==> src/rtl/mp3dec_pkg.sv <==
// Shared definitions for the MP3 decoder control path: sequencer state
// encoding and interrupt bit positions, also used by the AHB register map.
package mp3dec_pkg;

    typedef enum logic [2:0] {
        ST_IDLE     = 3'd0,
        ST_RST_HOLD = 3'd1,
        ST_RST_WAIT = 3'd2,
        ST_READY    = 3'd3,
        ST_RUN      = 3'd4,
        ST_DRAIN    = 3'd5,
        ST_ERROR    = 3'd6
    } mp3dec_state_t;

    localparam int IRQ_LO = 0;  // input FIFO below low watermark
    localparam int IRQ_HI = 1;  // output FIFO at/above high watermark
    localparam int IRQ_TO = 2;  // FIFO reset-busy release timed out
    localparam int IRQ_W  = 3;

    // True while the FIFOs/decoder are being reset; the bus is stalled and
    // watermark flags are suppressed in these states.
    function automatic logic in_reset_seq(input mp3dec_state_t s);
        return (s == ST_RST_HOLD) || (s == ST_RST_WAIT);
    endfunction

endpackage

==> src/rtl/mp3dec_irq.sv <==
// Interrupt block: watermark edge detection, sticky W1C status with
// set-over-clear priority, and the masked, registered interrupt line.
module mp3dec_irq
    import mp3dec_pkg::*;
(
    input  logic             HCLK,
    input  logic             HRST,
    input  logic             lo_flag,
    input  logic             hi_flag,
    input  logic             to_set,
    input  logic [IRQ_W-1:0] irq_mask,
    input  logic [IRQ_W-1:0] irq_clr,
    output logic [IRQ_W-1:0] irq_status,
    output logic             MP3DEC_INTR
);

    logic             lo_q, lo_d;
    logic             hi_q, hi_d;
    logic [IRQ_W-1:0] set_vec;

    // Register the watermark flags, then keep one more stage for edge detect.
    always_ff @(posedge HCLK or posedge HRST) begin
        if (HRST) begin
            lo_q <= 1'b0;
            lo_d <= 1'b0;
            hi_q <= 1'b0;
            hi_d <= 1'b0;
        end else begin
            // NOTE: non-blocking so lo_d captures the old lo_q, not the new one.
            lo_q <= lo_flag;
            lo_d <= lo_q;
            hi_q <= hi_flag;
            hi_d <= hi_q;
        end
    end

    // Rising edges of the registered flags plus the timeout pulse.
    always_comb begin
        // NOTE: default first so every path assigns set_vec and no latch forms.
        set_vec         = '0;
        set_vec[IRQ_LO] = lo_q & ~lo_d;
        set_vec[IRQ_HI] = hi_q & ~hi_d;
        set_vec[IRQ_TO] = to_set;
    end

    // Sticky status; a set arriving with a clear on the same bit wins.
    always_ff @(posedge HCLK or posedge HRST) begin
        if (HRST) begin
            irq_status <= '0;
        end else begin
            irq_status <= (irq_status & ~irq_clr) | set_vec;
        end
    end

    // Interrupt line follows the unmasked status one cycle later.
    always_ff @(posedge HCLK or posedge HRST) begin
        if (HRST) begin
            MP3DEC_INTR <= 1'b0;
        end else begin
            MP3DEC_INTR <= |(irq_status & ~irq_mask);
        end
    end

endmodule

==> src/rtl/mp3dec_seq.sv <==
// Control sequencer for the MP3 decoder subsystem: FIFO/decoder reset
// sequence with busy-release timeout, decoder start/stop/drain, and the
// interrupt sources feeding mp3dec_irq.
module mp3dec_seq
    import mp3dec_pkg::*;
#(
    parameter int RST_CYCLES = 16,
    parameter int TIMEOUT    = 1023,
    parameter int CNT_W      = 10
) (
    input  logic             HCLK,
    input  logic             HRST,
    input  logic             cmd_reset,
    input  logic             cmd_start,
    input  logic             cmd_stop,
    input  logic [CNT_W-1:0] ififo_cnt,
    input  logic [CNT_W-1:0] ofifo_cnt,
    input  logic [CNT_W-1:0] ififo_lwm,
    input  logic [CNT_W-1:0] ofifo_hwm,
    input  logic             ofifo_empty,
    input  logic             ififo_wrrst_busy,
    input  logic             ofifo_rdrst_busy,
    input  logic [IRQ_W-1:0] irq_mask,
    input  logic [IRQ_W-1:0] irq_clr,
    output logic             dec_rst,
    output logic             dec_en,
    output logic             ahb_stall,
    output logic [2:0]       state,
    output logic [IRQ_W-1:0] irq_status,
    output logic             MP3DEC_INTR
);

    // The sequence counter serves both the hold and the wait phase, so it is
    // sized for the longer of the two.
    localparam int CNT_MAX = (RST_CYCLES > TIMEOUT) ? RST_CYCLES : TIMEOUT;
    localparam int SEQ_W   = (CNT_MAX < 1) ? 1 : $clog2(CNT_MAX + 1);

    localparam logic [SEQ_W-1:0] HOLD_LAST = SEQ_W'(RST_CYCLES - 1);
    localparam logic [SEQ_W-1:0] WAIT_LAST = SEQ_W'(TIMEOUT);
    localparam logic [SEQ_W-1:0] SEQ_SAT   = '1;

    mp3dec_state_t    state_q, state_nxt;
    logic [SEQ_W-1:0] seq_cnt_q, seq_cnt_nxt, seq_cnt_inc;
    logic             to_set;
    logic             lo_flag, hi_flag;

    assign seq_cnt_inc = (seq_cnt_q == SEQ_SAT) ? seq_cnt_q : seq_cnt_q + SEQ_W'(1);

    // Next state and counter; the counter clears on every state change.
    always_comb begin
        state_nxt   = state_q;
        seq_cnt_nxt = '0;
        to_set      = 1'b0;
        if (cmd_reset) begin
            state_nxt = ST_RST_HOLD;
        end else begin
            case (state_q)
                ST_RST_HOLD: begin
                    if (seq_cnt_q >= HOLD_LAST) state_nxt = ST_RST_WAIT;
                    else                        seq_cnt_nxt = seq_cnt_inc;
                end
                ST_RST_WAIT: begin
                    if (!ififo_wrrst_busy && !ofifo_rdrst_busy) begin
                        state_nxt = ST_READY;
                    end else if (seq_cnt_q >= WAIT_LAST) begin
                        state_nxt = ST_ERROR;
                        to_set    = 1'b1;
                    end else begin
                        seq_cnt_nxt = seq_cnt_inc;
                    end
                end
                ST_READY: begin
                    if (cmd_start) state_nxt = ST_RUN;
                end
                ST_RUN: begin
                    if (cmd_stop) state_nxt = ST_DRAIN;
                end
                ST_DRAIN: begin
                    if (cmd_start && !cmd_stop) state_nxt = ST_RUN;
                    else if (ofifo_empty)       state_nxt = ST_READY;
                end
                ST_ERROR: begin
                    state_nxt = ST_ERROR;
                end
                default: begin
                    state_nxt = ST_RST_HOLD;
                end
            endcase
        end
    end

    // State and counter registers; power-up lands in the reset hold.
    always_ff @(posedge HCLK or posedge HRST) begin
        if (HRST) begin
            state_q   <= ST_RST_HOLD;
            seq_cnt_q <= '0;
        end else begin
            state_q   <= state_nxt;
            seq_cnt_q <= seq_cnt_nxt;
        end
    end

    // Registered control outputs decoded from the current state.
    always_ff @(posedge HCLK or posedge HRST) begin
        if (HRST) begin
            dec_rst   <= 1'b1;
            dec_en    <= 1'b0;
            ahb_stall <= 1'b1;
        end else begin
            dec_rst   <= (state_q == ST_RST_HOLD);
            dec_en    <= (state_q == ST_RUN);
            ahb_stall <= in_reset_seq(state_q);
        end
    end

    assign state = state_q;

    // Watermark conditions; held low during the reset sequence so no
    // spurious edge is produced when the FIFOs come back.
    assign lo_flag = (ififo_cnt < ififo_lwm) && (state_q == ST_RUN);
    assign hi_flag = (ofifo_cnt >= ofifo_hwm) && !in_reset_seq(state_q);

    mp3dec_irq u_irq (
        .HCLK        (HCLK),
        .HRST        (HRST),
        .lo_flag     (lo_flag),
        .hi_flag     (hi_flag),
        .to_set      (to_set),
        .irq_mask    (irq_mask),
        .irq_clr     (irq_clr),
        .irq_status  (irq_status),
        .MP3DEC_INTR (MP3DEC_INTR)
    );

endmodule

==> config.mk <==
export PLATFORM = sky130hd
export DESIGN_NAME = mp3dec_seq
export DESIGN_NICKNAME = d
export VERILOG_FILES = /design/src/rtl/mp3dec_pkg.sv /design/src/rtl/mp3dec_irq.sv /design/src/rtl/mp3dec_seq.sv
export SDC_FILE = /design/constraint.sdc
export NUM_CORES = 1
export LEC_CHECK = 0
export CAP_MARGIN = 20
export CORE_ASPECT_RATIO = 0.9
export CORE_UTILIZATION = 48
export CTS_CLUSTER_SIZE = 12
export DETAILED_ROUTE_END_ITERATION = 8
export PLACE_DENSITY = 0.86
export SYNTH_ARGS = -nofsm -noshare
export SYNTH_HDL_FRONTEND = slang
export SYNTH_HIERARCHICAL = 1
export SYNTH_SLANG_ARGS = --single-unit
==> constraint.sdc <==
create_clock -name HCLK -period 3.1 [get_ports HCLK]
set_input_delay 0.62 -clock HCLK [delete_from_list [all_inputs] [get_ports HCLK]]
set_output_delay 0.62 -clock HCLK [all_outputs]
set_load 0.03 [all_outputs]
==> reports/summary.txt, run 1 <==
Via count: 1499
Period utilisation layout: 74.04%
Wire per inst: 12.41 um
Syn nets: 259
Total GRT Usage: 20.85%
Leak: 1.092 nW
Hold Fails Final Rpt: 0
RSZ-0062 raised after global routing: no
CTS H-tree lvls: 1
CTS max path bufs: 2
Mean area per synthesized cell: 9.130 um^2
Initial Util: 50.00%
Clock transition at path regs: 0.08 ns
Max Cap Viol: 0
Commonest non-fill, non-tap cell in the layout: clkdlybuf4s50_1
Min-delay src: u_irq/hi_q
Setup_tns: 0 ns
Worst Setup Start Kind: flip-flop
CTS tree: built
DIE AREA: 3760 um^2
Fmax: 435.7 MHz
RD Place Congestion: 0.8527
Slew margin rel.: 59.97%
Maximum VDD drop: 0.2015 mV
Slew of the pin with the lowest slew margin: 0.5998 ns
Register area share after synthesis: 35.78%
WP data arrival: 1.68 ns
Area after DPL: 2326 um^2
Worst min-delay path class: flip-flop to flip-flop
Skew final: 0.001447 ns
Initial antenna violation count: 0
Crit Reg-Reg Startpoint: seq_cnt_q[0]
Row count: 20
Iter 0 DRT Violations: 69
Nets@finish: 322
Bufs and invs on worst path: 1
# diodes: 0
FFs w/ async S/R, synth: 100.0%
Cts repair resizes: 0
Final instance area: 2371 um^2
Post-synth cell types: 42
Fin crit period: 2.295 ns
Root Buffer Master: clkbuf_8
Height of the die: 58.28 um
Share of layout cells above drive strength 1: 6.073%
Slew Limit Fails: 0
Cell Pwr Density: 453.9 nW/um^2
EDFF count, synth: 0
Area Growth Syn to Fin: 40.37%
Hpwl dp: 2937 um
Mapped Area: 1689 um^2
Final setup vio count: 0
Worst Path Required: 2.48 ns
# DRC: 0
GR Overflow Total: 0
Crit path to: state[0]
Worst path max stage delay: 0.72 ns
CTS buffer count: 3
FF-to-FF path depth: 6
Setup Fix Bufs, Post-CTS: 0
Largest net degree at the start of global routing: 17
Crit path max-delay family: buffers and inverters
FF+latch count, synth: 24
Hold buffers post-CTS: 0
CP max FO: 14
Reg2reg end: seq_cnt_q[2]
Vias in the first global route: 1480
CP Class: flip-flop to output port
Global-route wire length before repair: 6147 um
DR vias/cell: 5.151
CP startpoint: state[0]
Pre-Repair DR Iteration Count: 4
Clock sinks: 24
Die Width: 64.53 um
Post-Synthesis Cells: 185
Worst path cell trace: clkdlybuf4s50_1
Top_reg_cell synth: dfrtp_1
Reg-to-reg slack, setup: 1.04 ns
Floorplan core area: 3378 um^2
Number of I/O port buffers: 63
Status: complete, no violations
CP Capture Type: output port
Slowest CP cell: clkdlybuf4s50_1
Worst-Skew Late Latency: 0.26 ns
Post-route ant nets: 0
Synth Warn #: 6
Total wire length: 3612 um
I/O Pins: 64
Leading cell types in the layout, fill and taps excluded: clkdlybuf4s50_1, inv_1, dfrtp_1, nor2_1, ha_1
Crit. path cell count: 1
==> worst min-delay path by stage <==
| stage | endpoint | slack, ns | cells after the start |
|---|---|---|---|
| 6_report | u_irq/hi_d | 0.38 | 0 |
| 5_1_grt | u_irq/hi_d | 0.39 | 0 |
| 4_1_cts | u_irq/hi_d | 0.38 | 0 |
| 3_5_place_dp | u_irq/hi_d | 0.36 | 0 |
| 3_3_place_gp | u_irq/hi_d | 0.36 | 0 |
| 2_1_floorplan | u_irq/hi_d | 0.35 | 0 |
==> metal layers <==
metal | up-vias | global-route usage, % | routed length [um]
met1 | 694 | 26.49 | 1661
met2 | 46 | 37.44 | 1766
li1 | 757 | - | -
met3 | 2 | 3.740 | 177
met4 | 0 | 3.810 | 7
met5 | - | 0 | 0
==> logic make-up (layout without fill, tap and decap cells) <==
logic type | after synthesis | after routing | share of synthesized area, %
flops | 24 | 24 | 35.78
compound gates | 38 | 38 | 16.52
mux | 3 | 3 | 1.778
xor+xnor | 9 | 9 | 4.667
buf+inv | 36 | 98 | 9.777
simple gates | 55 | 55 | 16.67
fa+ha+maj | 20 | 20 | 14.81
==> layout make-up <==
cell class              instances  area, um^2
inverters                      31       116.4
repair buffers                 63       630.6
flip-flops and latches         24       604.3
well taps                      44       55.05
multi-input cells             125       919.6
clock buffers                   4       45.04
fillers                       274        1007
==> state kept, by name, summed over array words and instances, names as in the netlist <==
name,cells
seq_cnt_q,10
u_irq/MP3DEC_INTR,1
dec_rst,1
u_irq/hi_q,1
u_irq/irq_status,3
state,3
ahb_stall,1
u_irq/lo_q,1
dec_en,1
u_irq/lo_d,1
u_irq/hi_d,1
==> through the flow <==
step	hold slack [ns]	util, %	power (mW)	setup slack, ns	std cells
2_1_floorplan	0.3537	-	0.7404	1.231	185
3_3_place_gp	0.3587	68.85	0.8855	0.6826	287
3_5_place_dp	0.3648	68.85	0.8950	0.5906	287
4_1_cts	0.3833	70.19	1.081	0.8129	291
5_1_grt	0.3938	70.19	1.149	0.6991	291
6_report	0.3826	70.19	1.076	0.8046	291
==> report_power, final <==
| part | internal [mW] | switching, mW |
|---|---|---|
| Combinational | 0.234 | 0.223 |
| Clock | 0.0917 | 0.0933 |
| Sequential | 0.375 | 0.0584 |
| Total | 0.701 | 0.375 |
==> synthesized netlist by cell type (all sizes together) (2+ instances only) <==
| cell type | n | area (um^2) |
|---|---|---|
| dfstp | 3 | 78.83 |
| a211oi | 3 | 22.52 |
| nor3 | 5 | 25.02 |
| o32ai | 2 | 17.52 |
| and4 | 2 | 20.02 |
| inv | 31 | 116.4 |
| o22ai | 4 | 25.02 |
| nand3 | 5 | 30.03 |
| xnor2 | 6 | 52.55 |
| nor2 | 20 | 75.07 |
| nor3b | 2 | 15.01 |
| nand2 | 8 | 30.03 |
| a2111oi | 2 | 17.52 |
| ha | 20 | 250.2 |
| xor2 | 3 | 26.28 |
| a21oi | 5 | 25.02 |
| o21a | 3 | 22.52 |
| a221oi | 2 | 17.52 |
| a211o | 3 | 27.53 |
| dfrtp | 21 | 525.5 |
| nand2b | 4 | 25.02 |
| or3 | 2 | 12.51 |
| buf | 4 | 35.03 |
| nor2b | 3 | 18.77 |
| a21o | 4 | 31.28 |
| o21ai | 5 | 25.02 |
| mux2i | 3 | 30.03 |
Note: power is estimated with default switching activity, not from simulation.
==> run 2: changes to the inputs <==
- CORE_UTILIZATION: 48 -> 44
- PLACE_DENSITY: 0.86 -> 0.8
- clock period: 3.1 -> 2.35 ns (I/O delays scaled with it)
==> run 2 against run 1 <==
Largest cell class unchanged. Non-clock buffer count increased by 1. Global-route usage decreased by 2.6 points. Wire length decreased by 5.2%. Worst hold slack got worse by 0.0026 ns. Count of clock-buffer cells in the layout decreased by 1. Setup slack got worse by 0.60 ns. Sequential power increased by 32%. Utilization decreased by 2.0 points. Clock skew about the same. Sequential share of layout area decreased by 0.36 points. Final area increased by 1.4%. Critical path depth unchanged.
==> reports/summary.txt, run 2 (synthesis results as in run 1) <==
Global-route wire length before repair: 5609 um
Cell Pwr Density: 638.4 nW/um^2
Hold Fails Final Rpt: 0
CTS max path bufs: 2
Leak: 1.110 nW
Worst-Skew Late Latency: 0.26 ns
RSZ-0062 raised after global routing: no
Status: complete, no violations
Post-route ant nets: 0
Commonest non-fill, non-tap cell in the layout: clkdlybuf4s50_1
CP Capture Type: output port
Total GRT Usage: 18.23%
Largest net degree at the start of global routing: 17
DIE AREA: 4091 um^2
Number of I/O port buffers: 63
Row count: 20
CTS buffer count: 3
Clock transition at path regs: 0.08 ns
DR vias/cell: 4.993
Crit path max-delay family: buffers and inverters
Hpwl dp: 2803 um
Worst Setup Start Kind: flip-flop
Period utilisation layout: 91.41%
Fmax: 465.5 MHz
Largest Register: seq_cnt_q
Final instance area: 2405 um^2
CP Class: flip-flop to output port
Floorplan core area: 3528 um^2
Iter 0 DRT Violations: 80
CP max FO: 14
CTS tree: built
Worst path cell trace: clkdlybuf4s50_1
Die Width: 67.31 um
Area after DPL: 2333 um^2
Pre-Repair DR Iteration Count: 4
Bufs and invs on worst path: 1
Slew Limit Fails: 0
Final setup vio count: 0
Hold buffers post-CTS: 0
Slowest CP cell: clkdlybuf4s50_1
Initial antenna violation count: 0
I/O Pins: 64
Maximum VDD drop: 0.4475 mV
CTS H-tree lvls: 1
Total wire length: 3425 um
Setup_tns: 0 ns
Final worst slack: 0.2018 ns
Worst min-delay path class: flip-flop to flip-flop
Vias in the first global route: 1295
Root Buffer Master: clkbuf_8
Setup Fix Bufs, Post-CTS: 0
Worst path max stage delay: 0.73 ns
WP data arrival: 1.68 ns
Area Growth Syn to Fin: 42.37%
GR Overflow Total: 0
# diodes: 0
Clock sinks: 24
Max FFs per register: 10
Hold Slack: 0.3800 ns
Skew final: 0.0009935 ns
Cts repair resizes: 0
Worst Path Required: 1.88 ns
Fillers: 292
Max Cap Viol: 0
Wire per inst: 11.73 um
Share of layout cells above drive strength 1: 6.855%
# DRC: 0
Setup WS pre-CTS: 0.05259 ns
Leading cell types in the layout, fill and taps excluded: clkdlybuf4s50_1, inv_1, dfrtp_1, nor2_1, ha_1
Fin crit period: 2.148 ns
Slew margin rel.: 58.58%
Height of the die: 60.78 um
Via count: 1458
Slew of the pin with the lowest slew margin: 0.6206 ns
Initial Util: 47.87%
Nets@finish: 323
RD Place Congestion: 0.8263
[run 2: area by class of cell]
type	instances	area [um^2]	area share, %
Tap cell	44	55.05	2.289
Sequential cell	24	604.3	25.13
Timing Repair Buffer	64	638.1	26.53
Multi-Input combinational cell	125	919.6	38.24
Clock buffer	3	41.29	1.717
Clock inverter	1	30.03	1.249
Inverter	31	116.4	4.839
[run 2: through the flow]
stage | cells | power, mW | utilization [%]
final | 292 | 1.535 | 68.16
after global routing | 292 | 1.630 | 68.16
after CTS | 292 | 1.547 | 68.16
after detailed placement | 288 | 1.187 | 66.13
after global placement | 288 | 1.178 | 66.13
after floorplan | 185 | 0.9767 | -
[run 2: metal layers]
| metal | track usage [%] | part of all wire [%] |
|---|---|---|
| met1 | 24.27 | 48 |
| met4 | 3.647 | 1.4 |
| met2 | 31.00 | 46 |
| met3 | 3.383 | 4.2 |
| met5 | 0 | 0 |
[run 2: final timing paths]
check | slack [ns] | to | depth (start not counted) | from
worst max register to register | 0.32 | state[2] | 6 | seq_cnt_q[0]
min in group asynchronous | 0.48 | u_irq/irq_status[0] | 2 | HRST
worst max-delay path | 0.20 | state[0] | 1 | state[0]
worst min-delay path | 0.38 | u_irq/hi_d | 0 | u_irq/hi_q
worst min register to register | 0.38 | u_irq/hi_d | 0 | u_irq/hi_q
max in group asynchronous | 1.34 | seq_cnt_q[1] | 2 | HRST
[run 2: worst reg2reg max path, delay by kind of cell (launching register included)]
family | cells | cell delay, ns
simple gates | 2 | 0.66
fa+ha+maj | 1 | 0.20
compound gates | 3 | 0.67
flops | 1 | 0.41
[run 2: where the power goes]
group,internal (mW),switching [mW],leakage [nW]
clock,0.228,0.129,0.0357
sequential,0.495,0.0768,0.321
combinational,0.310,0.296,0.753
